### src/rtl/i2c_req_arbiter.sv
// ---------------------------------------------------------------------------
// i2c_req_arbiter
//   Round-robin arbiter that lets N_REQ requesters share a single I2C master.
//   In IDLE it picks the next active requester after the last one served,
//   latches that requester's command, and waits until the master is free.
//   It then pulses m_start and waits for m_done, or gives up after a timeout.
//   Finally it pulses done to the winner and returns to IDLE.
//
// Ports
//   clk, rst          system clock; asynchronous active-high reset
//   req_i             per-requester request level, held until its done
//   req_addr_i        packed 7-bit slave address, slot i = [7i+6:7i]
//   req_rw_i          per-requester direction (1 = read)
//   req_wdata_i       packed write byte, slot i = [8i+7:8i]
//   gnt_o             one-hot grant, held from GRANT through RESP
//   done_o            one-cycle completion pulse to the granted requester
//   rdata_o           read byte of the last completed transaction
//   err_o             last transaction ended in NACK or timeout
//   timeout_o         last transaction ended in timeout
//   busy_o            high whenever the FSM is not in IDLE
//   m_start_o         one-cycle start command to the I2C master
//   m_addr_o/m_rw_o/m_wdata_o  command fields to the master
//   m_busy_i/m_done_i/m_nack_i/m_rdata_i  master status and response
// ---------------------------------------------------------------------------
module i2c_req_arbiter #(
  parameter int N_REQ     = 4,     // 2..8
  parameter int TO_CYCLES = 1000   // >= 2
) (
  input  logic               clk,
  input  logic               rst,
  input  logic [N_REQ-1:0]   req_i,
  input  logic [7*N_REQ-1:0] req_addr_i,
  input  logic [N_REQ-1:0]   req_rw_i,
  input  logic [8*N_REQ-1:0] req_wdata_i,
  output logic [N_REQ-1:0]   gnt_o,
  output logic [N_REQ-1:0]   done_o,
  output logic [7:0]         rdata_o,
  output logic               err_o,
  output logic               timeout_o,
  output logic               busy_o,
  output logic               m_start_o,
  output logic [6:0]         m_addr_o,
  output logic               m_rw_o,
  output logic [7:0]         m_wdata_o,
  input  logic               m_busy_i,
  input  logic               m_done_i,
  input  logic               m_nack_i,
  input  logic [7:0]         m_rdata_i
);

  localparam int IDX_W = $clog2(N_REQ);
  // The counter only has to hold values up to TO_CYCLES-1.
  localparam int CNT_W = (TO_CYCLES > 2) ? $clog2(TO_CYCLES) : 1;
  localparam logic [CNT_W-1:0] CNT_LAST = CNT_W'(TO_CYCLES - 1);

  typedef enum logic [2:0] {
    S_IDLE,
    S_GRANT,
    S_ISSUE,
    S_WAIT,
    S_RESP
  } state_t;

  state_t             state_q, state_d;
  logic [IDX_W-1:0]   idx_q, idx_d;
  logic [IDX_W-1:0]   last_q, last_d;
  logic [CNT_W-1:0]   cnt_q, cnt_d;
  logic [6:0]         addr_q, addr_d;
  logic               rw_q, rw_d;
  logic [7:0]         wdata_q, wdata_d;
  logic [7:0]         rdata_q, rdata_d;
  logic               err_q, err_d;
  logic               tout_q, tout_d;

  // Per-slot views of the packed request fields.
  logic [6:0] addr_arr  [N_REQ];
  logic [7:0] wdata_arr [N_REQ];

  for (genvar g = 0; g < N_REQ; g++) begin : g_unpack
    assign addr_arr[g]  = req_addr_i[7*g +: 7];
    assign wdata_arr[g] = req_wdata_i[8*g +: 8];
  end

  // Round-robin pick: first active request scanning upward from last+1,
  // wrapping at N_REQ. last resets to N_REQ-1 so slot 0 is scanned first.
  logic             win_found;
  logic [IDX_W-1:0] win_idx;
  logic [IDX_W-1:0] cand;

  always_comb begin
    // NOTE: combinational blocks use blocking '=' and give every output a
    // default first, so no path leaves a signal unassigned (no latch).
    win_found = 1'b0;
    win_idx   = '0;
    cand      = '0;
    for (int i = 1; i <= N_REQ; i++) begin
      cand = IDX_W'((int'(last_q) + i) % N_REQ);
      if (!win_found && req_i[cand]) begin
        win_found = 1'b1;
        win_idx   = cand;
      end
    end
  end

  // Next-state logic.
  always_comb begin
    state_d = state_q;
    idx_d   = idx_q;
    last_d  = last_q;
    cnt_d   = cnt_q;
    addr_d  = addr_q;
    rw_d    = rw_q;
    wdata_d = wdata_q;
    rdata_d = rdata_q;
    err_d   = err_q;
    tout_d  = tout_q;

    unique case (state_q)
      S_IDLE: begin
        if (win_found) begin
          idx_d   = win_idx;
          addr_d  = addr_arr[win_idx];
          rw_d    = req_rw_i[win_idx];
          wdata_d = wdata_arr[win_idx];
          state_d = S_GRANT;
        end
      end
      S_GRANT: begin
        if (!m_busy_i) state_d = S_ISSUE;
      end
      S_ISSUE: begin
        cnt_d   = '0;
        state_d = S_WAIT;
      end
      S_WAIT: begin
        // The timeout fires on the cycle the counter reaches TO_CYCLES-1,
        // so RESP follows ISSUE by exactly TO_CYCLES cycles. A coincident
        // m_done takes priority.
        cnt_d = cnt_q + 1'b1;
        if (m_done_i) begin
          err_d   = m_nack_i;
          tout_d  = 1'b0;
          rdata_d = rw_q ? m_rdata_i : 8'h00;
          state_d = S_RESP;
        end else if (cnt_d == CNT_LAST) begin
          err_d   = 1'b1;
          tout_d  = 1'b1;
          rdata_d = 8'h00;
          state_d = S_RESP;
        end
      end
      S_RESP: begin
        last_d  = idx_q;
        state_d = S_IDLE;
      end
      default: state_d = S_IDLE;
    endcase
  end

  // NOTE: sequential state uses non-blocking '<=' so every register samples
  // the pre-edge values, independent of statement order.
  always_ff @(posedge clk or posedge rst) begin
    if (rst) begin
      state_q <= S_IDLE;
      idx_q   <= '0;
      last_q  <= IDX_W'(N_REQ - 1);
      cnt_q   <= '0;
      addr_q  <= '0;
      rw_q    <= 1'b0;
      wdata_q <= '0;
      rdata_q <= '0;
      err_q   <= 1'b0;
      tout_q  <= 1'b0;
    end else begin
      state_q <= state_d;
      idx_q   <= idx_d;
      last_q  <= last_d;
      cnt_q   <= cnt_d;
      addr_q  <= addr_d;
      rw_q    <= rw_d;
      wdata_q <= wdata_d;
      rdata_q <= rdata_d;
      err_q   <= err_d;
      tout_q  <= tout_d;
    end
  end

  // Grant and done are decoded from state, so reset clears them at once.
  always_comb begin
    gnt_o  = '0;
    done_o = '0;
    if (state_q != S_IDLE) gnt_o[idx_q]  = 1'b1;
    if (state_q == S_RESP) done_o[idx_q] = 1'b1;
  end

  assign busy_o    = (state_q != S_IDLE);
  assign m_start_o = (state_q == S_ISSUE);
  assign m_addr_o  = addr_q;
  assign m_rw_o    = rw_q;
  assign m_wdata_o = wdata_q;
  assign rdata_o   = rdata_q;
  assign err_o     = err_q;
  assign timeout_o = tout_q;

endmodule

### config.mk
export PLATFORM = sky130hd
export DESIGN_NAME = i2c_req_arbiter
export DESIGN_NICKNAME = d
export VERILOG_FILES = /design/src/rtl/i2c_req_arbiter.sv
export SDC_FILE = /design/constraint.sdc
export NUM_CORES = 1
export LEC_CHECK = 0
export CAP_MARGIN = 30
export CORE_MARGIN = 2
export CORE_UTILIZATION = 39
export DETAILED_ROUTE_END_ITERATION = 12
export PLACE_DENSITY = 0.76
export SLEW_MARGIN = 0
export SYNTH_ARGS = -nofsm -noshare
export SYNTH_HDL_FRONTEND = slang
export SYNTH_SLANG_ARGS = --single-unit
### constraint.sdc
create_clock -name clk -period 1.64 [get_ports clk]
set_input_delay 0.328 -clock clk [delete_from_list [all_inputs] [get_ports clk]]
set_output_delay 0.328 -clock clk [all_outputs]
set_load 0.005 [all_outputs]
After elaboration in Yosys (flattened, before gate mapping)
Index checks and enable logic that the tools add are counted.
{"block": "op_classes", "n_addsub": 5, "n_lt_le_gt_ge": 8, "n_eq_ne": 8, "muxes": 40, "bitwise": 1, "n_reduce_logical": 14}
{"op": "$mux 8", "count": 5}
{"op": "$pmux 10 s2", "count": 1}
{"op": "$lt 2x3->1 const B", "count": 6}
{"op": "$bmux 8 s2", "count": 1}
{"op": "$bmux 7 s2", "count": 1}
{"op": "$mux 7", "count": 2}
{"op": "$mux 1", "count": 13}
{"op": "$mux 3", "count": 4}
{"op": "$pmux 3 s4", "count": 1}
{"op": "$add 10x1->10 const B", "count": 1}
{"op": "$bmux 1 s2", "count": 5}
{"op": "$eq 10x10->1 const B", "count": 1}
{"op": "$mux 2", "count": 4}
{"op": "$mux 4", "count": 2}
{"op": "$eq 3x2->1 const B", "count": 2}
{"op": "$add 2x1->2 const B", "count": 2}
{"op": "$add 2x2->2 const B", "count": 2}
{"op": "$logic_and 1x1->1", "count": 4}
{"op": "$ne 2x2->1 const B", "count": 2}
{"op": "$reduce_and 2->1", "count": 2}
{"op": "$reduce_bool 2->1", "count": 2}
{"op": "$eq 3x1->1 const B", "count": 1}
{"op": "$eq 3x3->1 const B", "count": 1}
{"op": "$ge 3x3->1 const B", "count": 1}
{"op": "other kinds (8)", "count": 10}
{"block": "word_totals", "reg_bits": 43, "in_bits": 81, "output_inout_bits": 36, "word_cells": 86}

Depth between registers and ports, before layout
{"block": "depth", "depth_word": 17, "depth_mapped": 8, "depth_no_buf": 7}

Worst setup path after synthesis
Ideal clock, no wire load.
{"block": "synth_path", "path_type": "register -> register", "from": "register cnt_q[1]", "to": "register rdata_q[0] (netlist: rdata_o[0])", "setup_ps": 131, "arrival_ps": 1646, "required_ps": 1509, "setup_slack_ps": -137, "stages_incl_launch_ff": 8, "n_path_buf": 1, "period_less_slack_ps": 1777, "path_cell_list": "dfrtp_1 ha_1 nand2b_1 a2111oi_0 o21ai_1 nor2_2 buf_2 o21ai_0"}
{"block": "synth_via", "elab_chain_cells": 4}
{"element": "start, declared", "line_no": "67", "text": "logic [CNT_W-1:0] cnt_q, cnt_d;"}
{"element": "start signal, assigned", "line_no": "178", "text": "cnt_q <= cnt_d;"}
{"element": "$add 10x1->10", "line_no": "139", "text": "cnt_d = cnt_q + 1'b1;"}
{"element": "$eq 10x10->1", "line_no": "145", "text": "end else if (cnt_d == CNT_LAST) begin"}
{"element": "$reduce_bool 2->1 (no line)"}
{"element": "$reduce_and 2->1 (no line)"}
{"element": "end signal, assigned", "line_no": "182", "text": "rdata_q <= rdata_d;"}
{"element": "end, declared", "line_no": "71", "text": "logic [7:0] rdata_q, rdata_d;"}
Every way passes these cells.
A chain may end at the register's enable or synchronous reset.

Final worst setup path
{"block": "layout_path", "from": "register last_q[0]", "to": "register wdata_q[5] (netlist: m_wdata_o[5])"}
{"block": "layout_via", "elab_chain_cells": 17, "elab_cells_between_ends": 31, "classes_between": "add/sub (4); mux (19); bitwise (1); reduce/logical (7)"}
{"element": "start, declared", "line_no": "66", "text": "logic [IDX_W-1:0] last_q, last_d;"}
{"element": "start signal, assigned", "line_no": "166", "text": "last_q <= IDX_W'(N_REQ - 1);"}
{"element": "start signal, assigned", "line_no": "177", "text": "last_q <= last_d;"}
{"element": "$add 2x1->2", "line_no": "97", "text": "cand = IDX_W'((int'(last_q) + i) % N_REQ);"}
{"element": "$bmux 1 s2", "line_no": "98", "text": "if (!win_found && req_i[cand]) begin"}
{"element": "$mux 1 (implied by the code)", "line_no": "98"}
{"element": "$mux 1", "line_no": "98"}
{"element": "$logic_not 1->1", "line_no": "98"}
{"element": "$logic_and 1x1->1", "line_no": "98"}
{"element": "$mux 1", "line_no": "98"}
{"element": "$logic_not 1->1", "line_no": "98"}
{"element": "$logic_and 1x1->1", "line_no": "98"}
{"element": "$mux 1", "line_no": "98"}
{"element": "$logic_not 1->1", "line_no": "98"}
{"element": "$logic_and 1x1->1", "line_no": "98"}
{"element": "$mux 2", "line_no": "98"}
{"element": "$not 2->3 (implied by the code)", "line_no": "124", "text": "wdata_d = wdata_arr[win_idx];"}
{"element": "$bmux 8 s2", "line_no": "124"}
{"element": "$mux 8 (implied by the code) (2 in series)", "line_no": "124"}
{"element": "end signal, assigned", "line_no": "181", "text": "wdata_q <= wdata_d;"}
{"element": "end, declared", "line_no": "70", "text": "logic [7:0] wdata_q, wdata_d;"}
Several ways; a longest one is shown, not always the timed one. The select of a mux whose other input is x is not followed.

==> flow_summary.json <==
{
  "status": "complete, but fails checks",
  "violations": "negative setup slack",
  "tns_ps": -3670,
  "power_density_nw_per_um2": 1520,
  "cts_inserted_buffers": 5,
  "fmax_mhz": 546,
  "area_delta_synth_final_pct": 74.1,
  "wl_per_cell_um": 17.0,
  "num-nets-final": 549,
  "die_area_um2": 7960,
  "n_antenna_cell": 0,
  "syn_area_um2": 2830,
  "synth_async_sr_flop_share_pct": 100,
  "maxCapViolations": 0,
  "path_cells": "nor2b_4 -> o21a_4 -> nor3_4 -> buf_12 -> mux2i_4 -> o211ai_2",
  "seq_area_frac_synth_pct": 38.1,
  "syn-num-nets": 387,
  "clkLatencyLatePin_ps": 300,
  "cp_slowest_cell": "dfstp_2",
  "crit_path_start_kind": "flip-flop",
  "grt_use_total_pct": 24.7,
  "yosys.area.top_type": "dfrtp_1",
  "grt_max_degree": 21,
  "ctsHoldBuffers": 0,
  "drc_errors": 0,
  "htree_levels": 2,
  "synth_flop_cell": "dfrtp_1",
  "fin_hold_ws_ps": 279,
  "first_pass_iters": 4,
  "cts_tree": "built",
  "synth_edf_count": 0,
  "pre_cts_ws_ps": -663,
  "die_h_um": 89.2,
  "overflow": 0,
  "timing.final.ws_setup_ps": -192,
  "drt-met1-wl_um": 3820,
  "finalMaxSlewViolations": 0,
  "viasPerCell": 5.51,
  "place_congestion": 0.859,
  "leakage_nw": 2.01,
  "yosysUniqueCellTypes": 47,
  "syn_avg_cell_area_um2": 9.31,
  "antenna_found_initial": 0,
  "wirelength_um": 9600,
  "synthTopCellsByArea": "dfrtp_1, mux2i_1, and4_1",
  "ys_warn_count": 0,
  "num_vias": 3117,
  "synth.top_cell.area_share_pct": 36.2,
  "wl_met2_um": 4870,
  "layout_min_cycle_time_ps": 1830,
  "met3_length_um": 713,
  "placementRows": 31,
  "cp.arrival_ps": 2010,
  "path_buf_inv": 1,
  "clkTransAtPathRegs_ps": 90,
  "critPathKind": "flip-flop to flip-flop",
  "core_area_um2": 7140,
  "multi_input_area_um2": 1900,
  "detail-route-antenna-nets": 0,
  "cpLargestDelayFamily": "flip-flops",
  "cp-end-kind": "flip-flop",
  "drtIter0Drc": 156,
  "place.port_buffers": 116,
  "cts_sinks": 43,
  "dieWidth_um": 89.2,
  "relSlewSlack_pct": 80.3,
  "ys_ff_latch": 43,
  "io-pin-count": 117,
  "hp-class": "input port to async pin",
  "hold_viol_final": 0,
  "fin_worst_skew_ps": 13.0,
  "critPathLaunch": "last_q[0]",
  "dp_hpwl_um": 6530,
  "r2r_start": "last_q[0]",
  "worst-path-max-fanout": 8,
  "drive_above_1_share_pct": 32.8,
  "period_share_pct": 112,
  "cts-root-buf": "clkbuf_8",
  "syn_inst": 304,
  "max-clock-path-buffers": 2,
  "setup_viol": 35,
  "cp.required_ps": 1820,
  "fill_cells": 541,
  "rsz0062_at_grt": "yes",
  "grt_pass1_vias": 3201,
  "floorplan.initialDensity_pct": 39.7,
  "ff_latch_area_um2": 1090,
  "grt_pass1_wl_um": 15300,
  "ir_worst_vdd_mv": 0.766,
  "yosysMostFrequentCell": "dfrtp_1",
  "synthTopCellsByCount": "dfrtp_1, nand2_1, o21ai_0, mux2i_1, nor2_1",
  "tightest_slew_ps": 295,
  "dr.max_layer_used": "met4",
  "cpPeakStageDelay_ps": 600
}
-- final timing paths --
check | endpoint | slack [ps] | depth (start not counted)
min in group clk | m_wdata_o[4] | 510 | 2
min | m_wdata_o[4] | 280 | 2
max in group asynchronous | last_q[1] | 890 | 3
min reg2reg | m_wdata_o[4] | 510 | 2
max reg2reg | m_wdata_o[5] | -190 | 6
max | m_wdata_o[5] | -190 | 6
-- per-layer routing --
layer,track usage (%),vias to the layer above
li1,-,1466
met1,29.7,1495
met2,43.3,140
met3,5.45,16
met4,9.36,0
met5,0,-
-- final cells by class --
type	instances	share of cell area, %
Timing Repair Buffer	175	33.7
Clock buffer	6	1.47
Multi-Input combinational cell	234	38.5
Sequential cell	43	22.1
Inverter	7	0.584
Tap cell	99	2.51
Clock inverter	2	1.22
-- state kept, by name (all words and copies together), names as in the netlist --
signal and cells:
last_q 2, idx_q 2, m_addr_o 7, rdata_o 8
m_rw_o 1, timeout_o 1, state_q 3, cnt_q 10
m_wdata_o 8, err_o 1
-- where the power goes --
part	internal (mW)	leakage, nW	switching [mW]
Sequential	1.52	0.515	0.435
Clock	0.609	0.0654	0.385
Combinational	2.53	1.43	2.03
Total	4.66	2.01	2.85
-- worst reg2reg max path, cell delays in order (launching register included) --
cell      delay [ps]
dfstp_2          600
nor2b_4           60
o21a_4           220
nor3_4           280
buf_12           200
mux2i_4          280
o211ai_2          90
-- cell usage in the layout, fill, tap and decap left out, types with 9 or more instances in the layout --
cell             instances
buf_4                   43
dfrtp_1                 33
o211ai_2                 9
nor2_1                  10
clkdlybuf4s50_1        103
buf_6                   11
nand2b_1                10
nand2_1                 31
o31a_1                  17
o21ai_1                 10
and4_1                  17
o21ai_0                 17
mux2i_1                 11
-- through the flow --
step | std cells | util, % | power [mW] | cell area [um2]
final | 566 | 69.1 | 7.51 | 4930
after global routing | 566 | 69.1 | 7.97 | 4930
after CTS | 565 | 68.1 | 7.28 | 4860
after detailed placement | 538 | 61.3 | 5.62 | 4370
after global placement | 538 | 61.3 | 5.50 | 4370
after floorplan | 304 | - | 3.90 | 2870
-- logic make-up (layout without fill, tap and decap cells) --
group / after synthesis / in the layout / synth area share, %
adder cells (fa/ha/maj): 2 / 2 / 0.884
AO/OA/AOI/OAI: 101 / 101 / 25.9
AND/OR/NAND/NOR: 108 / 109 / 21.7
flip-flops: 43 / 43 / 38.1
multiplexers: 22 / 22 / 7.91
buffers and inverters: 28 / 190 / 5.57
-- what timing repair did --
| action | in CTS | in global routing |
|---|---|---|
| pin swaps | 8 | 11 |
| resized for setup | 83 | 36 |
| setup buffers | 16 | 2 |
| endpoints found under the setup margin | 40 | 43 |
| cloned | 3 | 0 |
Note: power is estimated with default switching activity, not from simulation.
